File: config.mk
export PLATFORM = sky130hd
export DESIGN_NAME = linescanner_pixel_line_receiver
export DESIGN_NICKNAME = d
export VERILOG_FILES = /design/src/rtl/linescanner_capture_pkg.sv /design/src/rtl/linescanner_word_fifo.sv /design/src/rtl/linescanner_pixel_line_receiver.sv
export SDC_FILE = /design/constraint.sdc
export NUM_CORES = 1
export LEC_CHECK = 0
export BUFFER_PORTS_ARGS = -buffer_cell sky130_fd_sc_hd__buf_2
export CORE_MARGIN = 2
export CORE_UTILIZATION = 54
export DETAILED_ROUTE_END_ITERATION = 8
export PLACE_DENSITY = 0.75
export SYNTH_ARGS = -nofsm -noshare
export SYNTH_HDL_FRONTEND = slang
export SYNTH_SLANG_ARGS = --single-unit
File: constraint.sdc
create_clock -name main_clock_source -period 3.1 [get_ports main_clock_source]
set_clock_uncertainty 0.15 [all_clocks]
set_input_delay 0.62 -clock main_clock_source [delete_from_list [all_inputs] [get_ports main_clock_source]]
set_output_delay 0.62 -clock main_clock_source [all_outputs]
set_load 0.005 [all_outputs]
File: src/rtl/linescanner_capture_pkg.sv
// linescanner_capture_pkg: shared widths and FSM states for the linescanner pixel receiver
package linescanner_capture_pkg;
    localparam int PIXEL_WIDTH     = 8;
    localparam int WORD_WIDTH      = 32;
    localparam int PIXELS_PER_WORD = 4;
    typedef enum logic [1:0] {IDLE, CAPTURE, DRAIN} state_t;
endpackage

File: src/rtl/linescanner_word_fifo.sv
// linescanner_word_fifo: synchronous FIFO holding packed words with their end-of-line flag
module linescanner_word_fifo #(
    parameter int WIDTH = 33,
    parameter int DEPTH = 4
) (
    input  logic             clk,
    input  logic             rst_n,
    input  logic             wr_en,
    input  logic [WIDTH-1:0] wr_data,
    input  logic             rd_en,
    output logic [WIDTH-1:0] rd_data,
    output logic             full,
    output logic             empty
);
    localparam int AW = $clog2(DEPTH);
    logic [AW:0]      wr_ptr, rd_ptr;
    logic [WIDTH-1:0] mem [DEPTH];
    logic             do_rd, do_wr;
    assign empty   = wr_ptr == rd_ptr;
    assign full    = (wr_ptr[AW-1:0] == rd_ptr[AW-1:0]) && (wr_ptr[AW] != rd_ptr[AW]);
    assign do_rd   = rd_en && !empty;
    assign do_wr   = wr_en && (!full || do_rd);
    assign rd_data = empty ? '0 : mem[rd_ptr[AW-1:0]];
    // Advance pointers; a write into a full FIFO succeeds when a read frees a slot on the same edge
    always_ff @(posedge clk or negedge rst_n)
        if (!rst_n) begin
            wr_ptr <= '0;
            rd_ptr <= '0;
        end else begin
            if (do_wr) wr_ptr <= wr_ptr + 1'b1;
            if (do_rd) rd_ptr <= rd_ptr + 1'b1;
        end
    // Storage array needs no reset: reads are masked to zero while empty
    always_ff @(posedge clk)
        if (do_wr) mem[wr_ptr[AW-1:0]] <= wr_data;
endmodule

File: src/rtl/linescanner_pixel_line_receiver.sv
// linescanner_pixel_line_receiver: packs 8-bit linescanner pixels into 32-bit words per line
// Optional: define LINESCANNER_RX_DROP_COUNTER_EN to add the saturating dropped_words counter.
module linescanner_pixel_line_receiver
    import linescanner_capture_pkg::*;
#(
    parameter int LINE_LENGTH = 1024,
    parameter int FIFO_DEPTH  = 4
) (
    input  logic                   main_clock_source,
    input  logic                   n_reset,
    input  logic                   enable,
    input  logic [PIXEL_WIDTH-1:0] pixel_data,
    input  logic                   pixel_captured,
    output logic [WORD_WIDTH-1:0]  word_data,
    output logic                   word_valid,
    input  logic                   word_ready,
    output logic                   word_last,
    output logic [15:0]            line_count,
    output logic                   busy,
    output logic                   overflow
`ifdef LINESCANNER_RX_DROP_COUNTER_EN
    ,
    output logic [15:0]            dropped_words
`endif
);
    state_t                                state;
    logic [15:0]                           pix_cnt;
    logic [WORD_WIDTH-PIXEL_WIDTH-1:0]     pack;
    logic [WORD_WIDTH:0]                   pend_word, rd_data;
    logic                                  pend, full, empty, last_pix, group_end, sample, quit, drop;

    assign quit       = state == CAPTURE && !enable;
    assign sample     = state == CAPTURE && enable && pixel_captured;
    assign last_pix   = pix_cnt == 16'(LINE_LENGTH - 1);
    assign group_end  = pix_cnt[1:0] == 2'(PIXELS_PER_WORD - 1);
    assign drop       = pend && full && !(word_valid && word_ready);
    assign word_valid = !empty;
    assign word_data  = rd_data[WORD_WIDTH-1:0];
    assign word_last  = rd_data[WORD_WIDTH];
    assign busy       = state != IDLE;

    // Capture FSM; DRAIN waits for both the FIFO and any word still in flight to it
    always_ff @(posedge main_clock_source or negedge n_reset)
        if (!n_reset) state <= IDLE;
        else state <= state == IDLE    ? (enable ? CAPTURE : IDLE) :
                      state == CAPTURE ? (enable ? CAPTURE : DRAIN) :
                      enable ? CAPTURE : (empty && !pend ? IDLE : DRAIN);

    // Pixel sampling and packing; leaving CAPTURE abandons the partial word and restarts the line
    always_ff @(posedge main_clock_source or negedge n_reset)
        if (!n_reset) begin
            pix_cnt    <= '0;
            pack       <= '0;
            pend       <= 1'b0;
            pend_word  <= '0;
            line_count <= '0;
        end else begin
            pend <= sample && group_end;
            if (quit) pix_cnt <= '0;
            else if (sample) begin
                pix_cnt <= last_pix ? '0 : pix_cnt + 16'd1;
                pack    <= {pixel_data, pack[WORD_WIDTH-PIXEL_WIDTH-1:PIXEL_WIDTH]};
                if (group_end) pend_word <= {last_pix, pixel_data, pack};
                if (last_pix) line_count <= line_count + 16'd1;
            end
        end

    // Sticky record of any word lost to a full FIFO
    always_ff @(posedge main_clock_source or negedge n_reset)
        if (!n_reset) overflow <= 1'b0;
        else overflow <= overflow | drop;

`ifdef LINESCANNER_RX_DROP_COUNTER_EN
    // Saturating count of words lost to a full FIFO
    always_ff @(posedge main_clock_source or negedge n_reset)
        if (!n_reset) dropped_words <= '0;
        else if (drop && dropped_words != 16'hFFFF) dropped_words <= dropped_words + 16'd1;
`endif

    linescanner_word_fifo #(
        .WIDTH (WORD_WIDTH + 1),
        .DEPTH (FIFO_DEPTH)
    ) u_fifo (
        .clk     (main_clock_source),
        .rst_n   (n_reset),
        .wr_en   (pend),
        .wr_data (pend_word),
        .rd_en   (word_ready),
        .rd_data (rd_data),
        .full    (full),
        .empty   (empty)
    );
endmodule

-- Yosys cells after proc, flatten, opt, wreduce, memory -nomap -nowiden
Memories as Yosys holds them, arrays and structs flattened.
Cells that the tools add are included.
- flip-flop bits (word level): 99
- bits in writable memories: 132
- word-level logic and storage cells: 56
- output and inout bits: 52
- memories: 1
- equality and inequality tests: 6
- multiplexer cells: 12
- $add $sub $neg: 4
- bitwise operators: 2
- reduce and logical (&&, ||, !) cells: 22
- memories (name ; depth ; bits a word ; read ports ; clocked after Yosys merged registers in ; wr ports ; line ; source):
    u_fifo.mem ; 4 ; 33 ; 1 ; 0 ; 1 ; linescanner_word_fifo.sv:17 ; logic [WIDTH-1:0] mem [DEPTH];
- operator list (cell ; count):
    16-bit 2-to-1 mux ; 3
    33-bit 2-to-1 mux ; 1
    16-bit by 1-bit adder with 16-bit output, second input constant ; 2
    16-bit by 10-bit == test with 1-bit output, second input constant ; 1
    1-bit logical AND ; 10
    2-bit 2-to-1 mux ; 5
    3-bit by 1-bit adder with 3-bit output, second input constant ; 2
    3-bit AND reduction ; 2
    1-bit zero test ; 5
    2-bit nonzero test ; 2
    3-bit == test ; 1
    1-bit 2-to-1 mux ; 3
    2-bit by 1-bit == test with 1-bit output, second input constant ; 1
    2-bit == test ; 1
    2-bit == test, second input constant ; 1
    2-bit zero test ; 1
    2-bit AND reduction ; 1
    1-bit logical OR ; 1
    1-bit inequality test ; 1
    1-bit NOT ; 1
    1-bit bitwise OR ; 1

-- Longest topological paths before layout
Gate-level depths: netlist of the first run.
- depth after elaboration: 7
- depth in mapped cells: 7

-- By module
Synthesis of the first run repeated with hierarchy kept, for this count alone.
- cell total of the unflattened synthesis: 596
- area, all modules: 9278.9 µm²
- modules (own cells, without submodules) (module ; area each (µm²) ; times used ; cells each ; sequential area each (µm²)):
    linescanner_word_fifo ; 5424.0 ; 1 ; 244 ; 4113.9
    linescanner_pixel_line_receiver ; 3854.9 ; 1 ; 352 ; 2327.2

-- Worst setup path after synthesis of the first run
No wires, ideal clock.
- kind: register to register
- start: register u_fifo.rd_ptr[0]
- end: memory u_fifo.mem[3][0] (enable)
- period minus slack after synthesis: 3179 ps
- arrival time: 2603 ps
- slack: -79 ps
- cell stages (with the launch flop): 5
- path through: dfrtp_1 -> clkbuf_1 -> xnor2_1 -> a41o_1 -> nor2_1
- cells in the longest elaborated chain, start to end: 7
- ends and longest elaborated chain (what ; line ; source):
    start: declaration ; linescanner_word_fifo.sv:16 ; logic [AW:0] wr_ptr, rd_ptr;
    start signal: assignment ; linescanner_word_fifo.sv:31 ; if (do_rd) rd_ptr <= rd_ptr + 1'b1;
    3-bit == test or 2-bit == test (tied branches) ; linescanner_word_fifo.sv:19, linescanner_word_fifo.sv:20 ;
    1-bit zero test or 1-bit logical AND (tied branches) ; linescanner_word_fifo.sv:21, linescanner_word_fifo.sv:20 ;
    1-bit logical AND or 1-bit zero test (tied branches) ; linescanner_word_fifo.sv:21, linescanner_word_fifo.sv:22 ;
    1-bit logical OR (*) ; linescanner_word_fifo.sv:22 ; assign do_wr = wr_en && (!full || do_rd);
    1-bit logical AND (*) ; linescanner_word_fifo.sv:22 ;
    1-bit 2-to-1 mux (*) ; linescanner_word_fifo.sv:35 ; if (do_wr) mem[wr_ptr[AW-1:0]] <= wr_data;
    1-bit 2-to-1 mux (not written as such) (*) ; linescanner_word_fifo.sv:35 ;
    end: declaration ; linescanner_word_fifo.sv:17 ;
Every way passes the cells marked *; elsewhere a longest branch is shown, timed or not.

-- Worst setup path after layout of the first run
- start: register u_fifo.rd_ptr[0]
- end: output port word_data[15]
- cells in the longest elaborated chain, start to end: 2
- ends and longest elaborated chain (what ; line ; source):
    memory 4 x 33 bit or 3-bit == test (tied branches) ; - ;
    33-bit 2-to-1 mux (*) ; linescanner_word_fifo.sv:23 ; assign rd_data = empty ? '0 : mem[rd_ptr[AW-1:0]];
    end: declaration ; linescanner_pixel_line_receiver.sv:14 ; output logic [WORD_WIDTH-1:0] word_data,
Marked as above.

==> run metrics, run 1 <==
Tot GR Track Use between 20% and 30%; n_diodes 0; GRT met1 Usage 27.4%; Tmin final 2920 ps; RSZ-0062 raised after global routing no; Yosys reg bits 231; worst reg2reg startpoint pix_cnt[0]$_DFFE_PN0P_; XOR/XNOR Fraction of Synth Area 2.15%; Die Y 136 um; DR pass1 iterations 4; drt initial violations approximately 330; die width around 140 um; via count 5351; worst min path class in -> reg; wire length of the first global-routing pass 29200 um; die area 18400 sq um; endpoints failing setup 0; total length of routed wires ~18000 um; Least-Margin Pin Slew 593 ps; initial antenna violation count 0; Post-Syn Area ~9400 sq um; power after layout 7.92 mW; worst setup path endpoint word_data[15]; Leak Pwr 4.36 nW; Root Buffer clkbuf_16; clock slew at reported path FFs 60 ps; Setup Fix Bufs, Post-CTS 0; Synth Area in Compound Gates under 10%; VDD IR-drop max approximately 480 uV; max-cap viol count 0; NumNets Final about 710; endpoints failing hold 0; EDFF count, synth 132; DP HPWL between 10000 and 15000 um; Num CTS Buffers 23; hold path depth 1; Setup Crit Path Kind reg -> out; Core Area 17100 sq um; post-synthesis adder-cell area fraction 0.935%; Worst R2R End line_count[5]$_DFFE_PN0P_; DRC viols 0; share of layout cells above drive strength 1 27.4%; r2r setup slk approximately 870 ps; Max Fanout on Critical Path 31; register area share after synthesis between 60 and 70%; M2 GR Usage 35.4%; Routed WL per cell around 19 um; initial core utilization a little over half; vias in the first global route roughly 5500; H-tree depth 1; CTS Hold Bufs 1; Req. time, crit path 2330 ps; fmax roughly 340 MHz; Distinct cells, synth between 40 and 50; Placement Setup Slack between 600 and 700 ps; slew margin rel. about three fifths; placed cell count 884; final worst path period share 94.1%; grt ovf 0; ys flop type edfxtp_1; setup TNS 0 ps; CTS Buffer Depth 3; IO Port Bufs 64; status finished clean; CP startpoint u_fifo.rd_ptr[0]$_DFFE_PN0P_; Post-Syn Instances 610; CTS tree yes; post-synthesis simple-gate area fraction 11.4%; post-synthesis mux area share between 10% and 20%; Slew Limit Fails 0; via density per instance 5.77; Layout area overhead 15.3%; PD cells between 700 and 800 nW/um^2; CP Launch Type register; Post-DRT Antenna Nets 0; Synthesis Warnings 0; Crit. End Element primary output; IO Count 65; Avg Inst Size Synth about 15 sq um; final std cells w/o fill 927; Gates resized, CTS repair 0; Setup WS post-layout 184 ps; placer congestion estimate ~0.79; largest family of logic cells by synthesized area multiplexers; CTS sink cnt between 200 and 250; met3 usage between 3 and 4%; Post-synth ARST share 42.9%; clk_lat worst skew 510 ps; largest net degree at the start of global routing 52; Synth Net Count 630; Site Rows 48; Reg2Reg Depth 5; GR peak layer met2; critical path arrival 2150 ps
==> routing by layer <==
| metal | vias to the layer above | routed length [um] | share of wire [%] |
|---|---|---|---|
| li1 | 2407 | - | - |
| met1 | 2745 | 7480 | 42 |
| met2 | 165 | 9110 | 51 |
| met3 | 34 | 964 | 5.4 |
| met4 | 0 | 345 | 1.9 |
| met5 | - | 0 | 0 |
==> state kept, by name, summed over array words and instances, names as in the netlist <==
signal and count:
u_fifo.wr_ptr 3, state 2, pix_cnt 16, pend_word 33, overflow 1, pend 1, u_fifo.rd_ptr 3, pack 24
u_fifo.mem 132, line_count 16
==> report_power, final <==
part           total, mW  internal (mW)  switching (mW)  leakage, nW
combinational       1.50          0.807           0.697         1.50
clock               2.84           1.72            1.12        0.387
sequential          3.57           3.41           0.159         2.48
total               7.92           5.94            1.98         4.36
==> area by class of cell <==
type                    instances  area [sq um]
inverters                      14          52.6
fillers                      1228          6310
repair buffers                 80           470
clock inverters                 8           103
flip-flops and latches        231          6440
clock buffers                  34           689
multi-input cells             335          2760
well taps                     225           282
==> how the worst min path moves through the flow <==
stage | startpoint | endpoint | slack (ps)
after floorplan | n_reset | line_count[0]$_DFFE_PN0P_ | 170
after global placement | line_count[15]$_DFFE_PN0P_ | line_count[15]$_DFFE_PN0P_ | 300
after detailed placement | line_count[15]$_DFFE_PN0P_ | line_count[15]$_DFFE_PN0P_ | 300
after CTS | enable | state[0]$_DFF_PN0_ | 140
after global routing | enable | state[0]$_DFF_PN0_ | 160
final | enable | state[0]$_DFF_PN0_ | 160
==> through the flow <==
| step | hold WS (ps) | utilization, % | cell area, sq um |
|---|---|---|---|
| 6_report | 155 | 63.1 | 10800 |
| 3_3_place_gp | 304 | 58.4 | 10000 |
| 4_1_cts | 141 | 63.1 | 10800 |
| 5_1_grt | 158 | 63.1 | 10800 |
| 3_5_place_dp | 305 | 58.4 | 10000 |
| 2_1_floorplan | 174 | - | 9370 |
==> cell usage after synthesis (2+ instances only) <==
library cell	n	area share [%]
nand3b_1	2	0.16
nor4_1	4	0.27
and4_1	6	0.56
and3_1	6	0.40
nor2_1	8	0.32
o21ai_0	8	0.43
nor4_2	6	0.80
mux2_2	27	3.2
mux4_2	33	7.9
nand2_1	92	3.7
buf_2	5	0.27
dfrtp_1	99	26
a21oi_1	3	0.16
inv_1	14	0.56
and2_1	36	2.4
a41oi_1	4	0.37
o211ai_1	3	0.24
nand4_1	11	0.73
clkbuf_1	23	0.92
a41o_1	2	0.21
nor3_1	4	0.21
xnor2_1	10	0.93
mux2_1	8	0.96
nand3_1	15	0.80
a31oi_1	10	0.67
ha_1	7	0.93
xor2_1	13	1.2
or2_2	2	0.13
edfxtp_1	132	42
==> layout by cell type, fill, tap and decap left out, drive strengths merged, types with 2 or more instances in the layout <==
master and n:
a41oi 4, xor2 13, clkbuf 34, nor4 10, or2 2, edfxtp 132
a21oi 3, and2 36, nor3 4, mux4 33, inv 17, a41o 2
nand4 11, and4 6, mux2 35, nand2 92, bufinv 2, nand3b 2
and3 6, clkinv 2, o211ai 3, ha 7, o21ai 8, buf 79
xnor2 10, nand3 15, dfrtp 99, nor2 8, a31oi 10
==> logic make-up (layout without fill, tap and decap cells) <==
logic type / count (synthesis) / in the layout
flip-flops: 231 / 231
AND/OR/NAND/NOR: 200 / 200
multiplexers: 68 / 68
buffers and inverters: 44 / 136
AO/OA/AOI/OAI: 37 / 37
XOR/XNOR: 23 / 23
adder cells (fa/ha/maj): 7 / 7
==> worst max-delay path, stage by stage, from the launching register on <==
cell	delay [ps]
dfrtp_2	480
buf_12	300
mux4_2	550
and2_1	180
buf_2	120
No activity file was read; power rests on OpenSTA's default activity.
==> inputs of run 2 (changes only) <==
SETUP_SLACK_MARGIN = 0.2   (was not set)
==> run 2 against run 1 <==
Final cell count increased by 0.22%. Clock-buffer cell count unchanged. Fmax is 2.9% higher. Critical path depth stayed put. Combinational power is 6% higher. Non-clock buffer count grew 2. Critical endpoint is now word_data[16]. Largest cell class unchanged. Highest routed layer unchanged.
==> run metrics, run 2 (synthesized netlist as in run 1, its figures left out) <==
status finished clean; Core Area 17100 sq um (unchanged); crit-path cells buf_12 -> mux4_2 -> and2_1 -> buf_2; DRC viols 0 (unchanged); initial core utilization 54.7% (unchanged); Tot GR Track Use 20.8% (+0.38 points); fmax 353 MHz (+2.9%); Reg2Reg Depth 5 (unchanged); sw frac 25.1% (+0.17 points); Least-Margin Pin Slew 596 ps (+2.97 ps); Buf/Inv on CP 2 (unchanged); Reg area 6440 sq um (unchanged); drt initial violations 401 (+22%); Setup WS post-layout 267 ps (+82.9 ps); worst min path class in -> reg; share of layout cells above drive strength 1 27.7% (+0.35 points); kind of cell adding the most delay to the critical path multiplexers; Root Buffer clkbuf_16; max-cap viol count 0 (unchanged); n_diodes 0 (unchanged); DP HPWL 10600 um (unchanged); Final Util 63.4% (+0.25 points); initial antenna violation count 0 (unchanged); Flop pwr share 44.7% (-0.4 points); Routed WL per cell 19.6 um (+1.6%); Slew Limit Fails 0 (unchanged); Largest register FFs 132 (unchanged); vias in the first global route 5560 (+0.20%); die area 18400 sq um (unchanged); Post-DRT Antenna Nets 0 (unchanged); CTS sink cnt 231 (unchanged); Net Sw Power 2.01 mW (+1.8%); endpoints failing setup 0 (unchanged); PD cells 738 nW/um^2 (+0.67%); IO Count 65 (unchanged); Multi-input gate area 2770 sq um (+0.27%); commonest cells after routing, fill and taps aside 132 x edfxtp_1, 98 x dfrtp_1, 92 x nand2_1; wire length of the first global-routing pass 29500 um (+1.2%); final worst path period share 91.4% (-2.7 points); CTS tree yes; largest net degree at the start of global routing 52 (unchanged); DR pass1 iterations 5 (+1); fill count 1220 (-0.65%); slowest CP cell mux4_2; Tmin final 2830 ps (-82.9 ps); share of total power in combinational logic 19.8% (+0.8 points); grt ovf 0 (unchanged); slew margin rel. 59.9% (-0.20 points); clk_lat worst skew 510 ps (about the same); clock slew at reported path FFs 60 ps (about the same); IO Port Bufs 64 (unchanged); Leak Pwr 4.39 nW (+0.55%); Setup Crit Path Kind reg -> out; Layout area overhead 15.8%; Site Rows 48 (unchanged); Crit. End Element primary output; total length of routed wires 18200 um (+1.8%); H-tree depth 1 (unchanged); Num CTS Buffers 23 (unchanged); NumNets Final 707 (+0.28%); endpoints failing hold 0 (unchanged); max incr delay on CP 540 ps (about the same); Max Fanout on Critical Path 16 (-48%); Placement Setup Slack 686 ps (unchanged); P_int 5.99 mW (+0.84%); Req. time, crit path 2330 ps (about the same); via count 5368 (+0.32%); hold path depth 1 (unchanged); Die Y 136 um (unchanged); CP Launch Type register; RSZ-0062 raised after global routing yes; die width 136 um (unchanged); via density per instance 5.78 (+0.10%); CTS Buffer Depth 3 (unchanged); power after layout 8.00 mW (+1.1%); critical path arrival 2060 ps (-90 ps); Clock power frac 35.5% (-0.4 points); VDD IR-drop max 415 uV (-13%); placer congestion estimate 0.788 (unchanged); worst hold margin 155 ps (+0.183 ps); Crit path depth 4 (unchanged); most common cell after layout, fill and taps aside edfxtp_1
[run 2: repair_timing]
action / in CTS / in global routing
hold endpoints to repair: 28 / 0
gates cloned: 1 / 0
resized for setup: 0 / 2
buffers inserted: 1 / 0
setup endpoints to repair: 30 / 30
hold buffers: 1 / 0
[run 2: area by class of cell]
class / instances / share of cell area [%]
Clock buffer: 34 / 6.36
Inverter: 14 / 0.485
Tap cell: 225 / 2.60
Multi-Input combinational cell: 335 / 25.6
Timing Repair Buffer: 82 / 4.66
Clock inverter: 8 / 0.946
Sequential cell: 231 / 59.4
[run 2: stage by stage]
| stage | cells | setup TNS [ps] | cell area (sq um) |
|---|---|---|---|
| after floorplan | 610 | -3220 | 9370 |
| after global placement | 884 | 0 | 10000 |
| after detailed placement | 884 | 0 | 10000 |
| after CTS | 929 | 0 | 10800 |
| after global routing | 929 | 0 | 10800 |
| final | 929 | 0 | 10800 |
[run 2: worst reg2reg max path, cell delays in order (launching register included)]
cell and delay, ps:
dfrtp_2 490, buf_4 190, xnor2_2 150, a41o_1 360, nor2_4 120, buf_4 500
[run 2: path summary, 6_finish.rpt]
path | start | to | slack, ps
max | u_fifo.rd_ptr[0]$_DFFE_PN0P_ | word_data[16] | 270
min | enable | state[0]$_DFF_PN0_ | 160
max reg2reg | u_fifo.rd_ptr[0]$_DFFE_PN0P_ | u_fifo.mem[3][12]$_DFFE_PP_ | 760
min reg2reg | line_count[15]$_DFFE_PN0P_ | line_count[15]$_DFFE_PN0P_ | 320
max in group asynchronous | n_reset | pix_cnt[2]$_DFFE_PN0P_ | 1740
min in group asynchronous | n_reset | pix_cnt[4]$_DFFE_PN0P_ | 440
[run 2: power by group through the flow]
stage,Clock (mW),Combinational [mW],Sequential (mW)
2_1_floorplan,0,1.01,3.56
3_3_place_gp,0,1.52,3.61
3_5_place_dp,0,1.53,3.63
4_1_cts,2.89,1.64,3.57
5_1_grt,3.01,1.75,3.59
6_report,2.84,1.59,3.57
[run 2: per-layer routing]
layer / part of all wire [%] / vias to the layer above / GRT usage (%)
li1: - / 2413 / -
met3: 5.6 / 31 / 3.11
met1: 41 / 2758 / 27.5
met4: 1.7 / 0 / 5.44
met2: 51 / 166 / 36.5
met5: 0 / - / 0
==> inputs of run 3 (changes only) <==
CORE_MARGIN = not set   (was 2)
RECOVER_POWER = 25   (was not set)
==> run 3 against run 2 <==
Sequential share of layout area increased by 0.45 points. Cell area decreased by 0.75%. Global-route usage decreased by 0.20 points.
==> run metrics, run 3 (synthesized netlist as in run 1, its figures left out) <==
slowest CP cell mux4_2; initial core utilization 55.9% (+1.2 points); Final Util 64.2% (+0.86 points); Layout area overhead 14.9%; final worst path period share 90.2% (-1.2 points); Num CTS Buffers 23 (unchanged); PD cells 722 nW/um^2 (-2.1%); Site Rows 47 (-2.1%); Die Y 134 um (-1.5%); Leak Pwr 4.36 nW (-0.70%); Core Area 16800 sq um (-2.1%); drt initial violations 390 (-2.7%); IO Port Bufs 64 (unchanged); vias in the first global route 5496 (-1.2%); Buf/Inv on CP 2 (unchanged); wire length of the first global-routing pass 28600 um (-3.0%); CP Launch Type register; worst hold margin 164 ps (+8.91 ps); Setup Fix Bufs, Post-CTS 0 (-1); max incr delay on CP 530 ps (about the same); clk_lat worst skew 500 ps (about the same); Setup Crit Path Kind reg -> out; crit-path cells buf_4 -> mux4_2 -> and2_1 -> buf_2; endpoints failing hold 0 (unchanged); RSZ-0062 raised after global routing no; grt ovf 0 (unchanged); DP HPWL 10800 um (+1.6%); H-tree depth 1 (unchanged); total length of routed wires 17600 um (-3.7%); clock slew at reported path FFs 60 ps (about the same); VDD IR-drop max 366 uV (-12%); NumNets Final 705 (-0.28%); final std cells w/o fill 922 (-0.75%); Routed WL per cell 19.0 um (-3.0%); most common cell after layout, fill and taps aside edfxtp_1; Max Fanout on Critical Path 12 (-4); DRC viols 0 (unchanged); CTS Buffer Depth 3 (unchanged); commonest cells after routing, fill and taps aside 132 x edfxtp_1, 98 x dfrtp_1, 92 x nand2_1; Least-Margin Pin Slew 630 ps (+33.2 ps); placed cell count 879 (-0.57%); die area 17900 sq um (-2.9%); Post-DRT Antenna Nets 0 (unchanged); n_diodes 0 (unchanged); Crit. End Element primary output; CTS sink cnt 231 (unchanged); status finished clean; initial antenna violation count 0 (unchanged); Req. time, crit path 2330 ps (about the same); fmax 358 MHz (+1.3%); IO Count 65 (unchanged); via count 5309 (-1.1%); Tot GR Track Use 20.6% (-0.20 points); endpoints failing setup 0 (unchanged); via density per instance 5.76 (-0.35%); worst min path class in -> reg; die width 134 um (-1.5%); placer congestion estimate 0.785 (-0.39%); kind of cell adding the most delay to the critical path multiplexers; critical path arrival 2030 ps (-30 ps); CTS tree yes; DR pass1 iterations 5 (unchanged); Slew Limit Fails 0 (unchanged); max-cap viol count 0 (unchanged); slew margin rel. 57.6% (-2.2 points); Root Buffer clkbuf_16; Tmin final 2800 ps (-36.6 ps); Largest register FFs 132 (unchanged); setup TNS 0 ps (unchanged); share of layout cells above drive strength 1 27.5% (-0.21 points); largest net degree at the start of global routing 59 (+13%)
==> run 3: cell count changes in the layout (fill, tap and decap cells not counted) <==
cell       previous run  this run
clkinv_2              1         6
buf_4                15        13
inv_4                 2         0
buf_12                2         3
buf_16                1         0
buf_2                63        62
bufinv_16             2         1
clkbuf_1              6         5
clkbuf_16            25        24
clkinv_1              0         1
nor2_2                3         4
nor2_4                1         0
==> run 3: layer usage <==
layer | routed length [um] | up-vias | GRT usage (%) | part of all wire [%]
li1 | - | 2414 | - | -
met1 | 7370 | 2711 | 26.6 | 42
met2 | 9050 | 160 | 36.6 | 52
met3 | 879 | 24 | 3.81 | 5.0
met4 | 258 | 0 | 4.29 | 1.5
met5 | 0 | - | 0 | 0
==> run 3: worst paths after layout <==
| check | startpoint | endpoint | slack, ps | cells after the start |
|---|---|---|---|---|
| hold reg to reg | overflow$_DFF_PN0_ | overflow$_DFF_PN0_ | 330 | 1 |
| setup reg to reg | u_fifo.rd_ptr[0]$_DFFE_PN0P_ | u_fifo.mem[2][30]$_DFFE_PP_ | 840 | 5 |
| min in group asynchronous | n_reset | u_fifo.rd_ptr[2]$_DFFE_PN0P_ | 510 | 2 |
| setup / recovery | u_fifo.rd_ptr[0]$_DFFE_PN0P_ | word_data[18] | 300 | 4 |
| hold / removal | enable | state[0]$_DFF_PN0_ | 160 | 1 |
| max in group asynchronous | n_reset | pack[13]$_DFFE_PN0P_ | 1570 | 3 |
==> run 3: what timing repair did <==
| item | 4_1_cts | 5_1_grt |
|---|---|---|
| endpoints found under the setup margin | 0 | 33 |
| gates resized for setup | 0 | 1 |
| hold endpoints to repair | 41 | 0 |
| hold buffers | 1 | 0 |
==> run 3: final cells by class <==
cell class | instances | area, sq um
Clock inverter | 11 | 88.8
Tap cell | 220 | 275
Multi-Input combinational cell | 335 | 2770
Inverter | 14 | 52.6
Clock buffer | 31 | 657
Timing Repair Buffer | 80 | 482
Fill cell | 1204 | 6000
Sequential cell | 231 | 6440
==> run 3: power breakdown <==
| part | leakage [nW] | internal [mW] | total [mW] | switching, mW |
|---|---|---|---|---|
| combinational | 1.51 | 0.819 | 1.52 | 0.698 |
| sequential | 2.48 | 3.41 | 3.56 | 0.152 |
| clock | 0.370 | 1.58 | 2.70 | 1.12 |
==> run 3: worst register-to-register path, delay by kind of cell (launching register included) <==
kind                      cells  cell delay [ps]
AOI/OAI and AO/OA             1              350
xor gates and xnor gates      1              180
buffers and inverters         2              660
DFF                           1              420
and+or+nand+nor               1              130
==> run 3: through the flow <==
stage / setup slack, ps / cell area, sq um / power, mW
final: 304 / 10800 / 7.78
after global placement: 799 / 10000 / 5.13
after CTS: 203 / 10800 / 7.86
after floorplan: -32.5 / 9370 / 4.57
after global routing: 188 / 10800 / 8.13
after detailed placement: 744 / 10000 / 5.17
